## src/rtl/dqn_pkg.sv

```systemverilog
// Shared fixed-point constants, FSM state encoding and saturation helper
// for the DQN back-propagation datapath.
package dqn_pkg;

    localparam int unsigned WIDTH = 16;
    localparam int unsigned FRAC  = 10;
    localparam int unsigned N_IN  = 9;
    localparam int unsigned N_HID = 5;
    localparam int unsigned N_OUT = 4;

    localparam logic signed [WIDTH-1:0] SAT_MAX = 16'sh7FFF;
    localparam logic signed [WIDTH-1:0] SAT_MIN = 16'sh8000;

    typedef logic signed [WIDTH-1:0] q_t;

    typedef enum logic [2:0] {
        S_IDLE,
        S_ERR,
        S_W3,
        S_HID,
        S_DONE
    } state_t;

    // Saturating a - b in Q6.10: the 17-bit difference is clamped to 16 bits.
    function automatic q_t sat16(input q_t a, input q_t b);
        logic [WIDTH:0] diff;
        diff = {a[WIDTH-1], a} - {b[WIDTH-1], b};
        if (diff[WIDTH] != diff[WIDTH-1]) begin
            return diff[WIDTH] ? SAT_MIN : SAT_MAX;
        end
        return diff[WIDTH-1:0];
    endfunction

endpackage

```

## src/rtl/sat_mul_q.sv

```systemverilog
// Saturating Q6.10 multiplier (combinational).
// Ports:
//   i_a, i_b  : signed Q6.10 operands
//   o_prod_c  : (i_a * i_i_b) >> FRAC, clamped to the 16-bit signed range
module sat_mul_q
    import dqn_pkg::*;
#(
    parameter int unsigned FRAC = dqn_pkg::FRAC
) (
    input  q_t i_a,
    input  q_t i_b,
    output q_t o_prod_c
);

    localparam int unsigned PW = 2 * WIDTH;

    logic signed [PW-1:0] w_prod;
    logic signed [PW-1:0] w_scaled;
    logic [PW-WIDTH:0]    w_top;

    assign w_prod   = PW'(i_a) * PW'(i_b);
    assign w_scaled = w_prod >>> FRAC;
    // Result fits only when everything above the kept field is pure sign.
    assign w_top    = w_scaled[PW-1:WIDTH-1];

    always_comb begin
        o_prod_c = w_scaled[WIDTH-1:0];
        if (!((&w_top) || (~|w_top))) begin
            o_prod_c = w_scaled[PW-1] ? SAT_MIN : SAT_MAX;
        end
    end

endmodule

```

## config.mk

```make
export PLATFORM = sky130hd
export DESIGN_NAME = sat_mul_q
export DESIGN_NICKNAME = d
export VERILOG_FILES = /design/src/rtl/dqn_pkg.sv /design/src/rtl/sat_mul_q.sv
export SDC_FILE = /design/constraint.sdc
export NUM_CORES = 1
export LEC_CHECK = 0
export BUFFER_PORTS_ARGS = -buffer_cell sky130_fd_sc_hd__clkbuf_2
export CORE_AREA = 10 10 116 171
export DETAILED_ROUTE_END_ITERATION = 12
export DIE_AREA = 0 0 126 181
export PLACE_DENSITY = 0.8
export SYNTH_ARGS = -nofsm -noshare
export SYNTH_HDL_FRONTEND = slang
export SYNTH_SLANG_ARGS = --single-unit
export TNS_END_PERCENT = 50
```

## constraint.sdc

```tcl
create_clock -name vclk -period 9.2
set_input_delay 1.84 -clock vclk [all_inputs]
set_output_delay 1.84 -clock vclk [all_outputs]
set_load 0.02 [all_outputs]
```

==> results list <==
* Critical Path AT: 8.07 ns
- Grt total ovfl: 0
- Worst min-delay path class: in2out
- Most used routing layer: met2
- Die ar.: 22,810 um2
- Once placement completed, the tool counted placed cells totaling 1,465.
* Adder-cell share of the synthesized area: 62.65%
* DRC viols: 0
- Element type at the critical path start: input port
- The number of global-route vias before repair was 9,401.
* Port Buffer Count: 48
- Final Hold Violating Endpoints: 0
- In the synthesized netlist, the number of instances is 1,097.
* Worst Hold Depth: 10
* Crit Path Category: in2out
- Detailed Route WL: 25,820 um
- Kind of capture point of the worst setup path: output port
* Die height: 181 um
* Violation count after the first detailed-route iteration: 377
* Failing checks: setup timing
- For met3 alone, demand over resource in global routing was 1.260%.
- The number of antenna diodes in the final layout is 0.
- GRT Overall Usage: 22.78%
- The final critical path takes up 107.7% of the cycle.
- After layout, the worst setup slack is -0.7095 ns.
* Layout cells sized above 1: 21.70%
* Max-cap violation count: 0
- Pins over their slew limit: 0
- Via count: 8,049
- Dividing the detail-routed via count by the number of cells gives 5.483.
- Netlist Area Pre-Place: 9918 um2
- Proportion of synthesized chip area in sequential cells: 0%
* Met1 Use GR: 21.20%
* Count of boundary I/O pins: 48
* Number of nets still failing antenna checks after routing: 0
- Overall die width: 126 um
- Area growth, synth to finish: 19.23%
- Combinational family with the most area after synthesis: adder cells
* Yosys warns: 0
- At the pin with the least slew margin, the transition time is 0.4420 ns.
* Detailed-route wire length per cell: 17.59 um
- Outcome: finished with violations
- Starting utilization of the core area: 59.42%
- In the synthesized netlist, mux cells make up 0% of the area.
* Top library cells by usage in the layout, fill and taps aside: sky130_fd_sc_hd__inv_1 (280), sky130_fd_sc_hd__fa_1 (255), sky130_fd_sc_hd__buf_4 (150), sky130_fd_sc_hd__nand2_1 (136), sky130_fd_sc_hd__and2_1 (109)
* Final setup violating endpoints: 16
- Summed over all nets, the half-perimeter wirelength after detailed placement is 23,230 um.
* Detailed-router iteration count before antenna repair: 5
- The total area inside the core boundary comes to 16,690 um2.
* Largest net degree at the start of global routing: 17
* Seq. cell area: 0 um2
- Required time at the worst-slack endpoint: 7.36 ns
- Count of standard-cell rows: 58
- Most common cell after layout, fill and taps aside: sky130_fd_sc_hd__inv_1
- The worst hold path begins at i_a[0].
- Synth Area per Inst: 9.041 um2
* Number of sequential storage elements: 0
- For this design, the CTS-stage hold fixing added 0 buffers.
* Maximum frequency from static timing analysis: 0.1009 GHz
- Global-route wire length before repair: 42,900 um
* Number of antenna violations at the first check in global routing: 0
* Placer's final routability congestion estimate: 0.9187
- Post-layout minimum cycle time: 9.909 ns
- After Yosys synthesis, XOR and XNOR cells account for 2.914% of the synthesized area.
- Summing the areas of all compound-gate instances in the mapped netlist gives 6.106% of the synthesized area.
- Setup repair after global routing could not meet its margin everywhere.
- The netlist uses 50 different library cells.
- Hold Path Sink: o_prod_c[4]
- Global routing consumed, on the met2 layer, 45.68% of the routing resources.
* Area fraction in and, or, nand and nor cells after synthesis: 15.87%
- Highest fanout seen on the critical path: 15
* Synth Net Count: 1,469
- Headroom to the max-slew limit came out at 70.32%.
* Non-filler instance count after layout: 1,468
- Final-layout clock buffer total: 0
- Net total in the final layout: 1,632
-- metal layers --
layer	up-vias	wire, um	part of all wire [%]
li1	3524	-	-
met1	4143	7832	30
met2	261	15330	59
met3	121	745	2.9
met4	0	1907	7.4
met5	-	0	0
-- worst max-delay path, stage by stage --
cell	delay, ns
sky130_fd_sc_hd__clkbuf_4	0.17
sky130_fd_sc_hd__and2_1	0.19
sky130_fd_sc_hd__fa_1	0.53
sky130_fd_sc_hd__inv_1	0.05
sky130_fd_sc_hd__fa_1	0.54
sky130_fd_sc_hd__inv_1	0.05
sky130_fd_sc_hd__fa_1	0.56
sky130_fd_sc_hd__fa_1	0.46
sky130_fd_sc_hd__fa_1	0.49
sky130_fd_sc_hd__inv_1	0.05
sky130_fd_sc_hd__fa_1	0.48
sky130_fd_sc_hd__inv_1	0.07
sky130_fd_sc_hd__ha_4	0.23
sky130_fd_sc_hd__nand4_1	0.14
sky130_fd_sc_hd__o22ai_2	0.10
sky130_fd_sc_hd__or4_4	0.55
sky130_fd_sc_hd__a21oi_4	0.21
sky130_fd_sc_hd__o22ai_2	0.13
sky130_fd_sc_hd__xnor2_2	0.15
sky130_fd_sc_hd__buf_4	0.13
sky130_fd_sc_hd__buf_4	0.11
sky130_fd_sc_hd__nor2_1	0.11
sky130_fd_sc_hd__a41o_4	0.37
sky130_fd_sc_hd__a21o_2	0.16
sky130_fd_sc_hd__clkbuf_2	0.16
-- how the worst max path moves through the flow --
stage	start	slack, ns	cells past startpoint	end
2_1_floorplan	i_a[7]	-0.31	24	o_prod_c[10]
3_3_place_gp	i_b[4]	-0.73	24	o_prod_c[0]
3_5_place_dp	i_b[10]	-0.86	24	o_prod_c[0]
4_1_cts	i_b[4]	-0.71	24	o_prod_c[0]
5_1_grt	i_a[9]	-0.86	26	o_prod_c[0]
6_report	i_a[5]	-0.71	25	o_prod_c[2]
-- cell type report --
class                           count  area, um2
Timing Repair Buffer              200       1490
Inverter                          286       1076
Multi-Input combinational cell    772       8996
Tap cell                          210      262.8
Fill cell                        1190       4866
-- per-stage QoR --
stage	cell area (um2)	TNS, ns	hold WS [ns]	util, %	setup slack (ns)
floorplan	10200	-4.072	4.328	-	-0.3129
global placement	11580	-11.20	4.942	69.40	-0.7329
detailed placement	11580	-13.15	4.978	69.40	-0.8561
CTS	11720	-10.69	4.990	70.24	-0.7067
global route	11830	-13.19	5.035	70.85	-0.8611
finish	11830	-10.75	4.954	70.85	-0.7095
-- Yosys cell counts, drive strengths merged (3+ instances only) --
| cell | instances | area (um2) |
|---|---|---|
| nand4 | 6 | 43.79 |
| nand2 | 139 | 521.8 |
| buf | 4 | 31.27 |
| and3 | 4 | 26.28 |
| inv | 286 | 1074 |
| nor2 | 24 | 90.09 |
| xor2 | 7 | 61.31 |
| nor3 | 4 | 20.02 |
| xnor2 | 26 | 227.7 |
| nand2b | 8 | 50.05 |
| fa | 261 | 5225 |
| a21o | 20 | 156.4 |
| and2 | 115 | 719.4 |
| nor2b | 4 | 25.02 |
| clkbuf | 35 | 131.4 |
| o21ai | 14 | 73.82 |
| ha | 79 | 988.5 |
| o211ai | 3 | 22.52 |
| nand3 | 3 | 15.01 |
| a21oi | 28 | 158.9 |
-- cell families (layout without fill, tap and decap cells) --
group                      Yosys count  count (layout)
xor gates and xnor gates            33              33
and+or+nand+nor                    314             314
AOI/OAI and AO/OA                   85              85
buffers and inverters              325             486
adders and majority gates          340             340
-- what timing repair did --
item / in CTS / in global routing
setup buffers: 2 / 1
pin swaps: 9 / 12
resized for setup: 35 / 30
setup endpoints to repair: 16 / 16
Power is not shown: default switching activity piles up to over one toggle a cycle in this logic, so the estimate is an artifact.
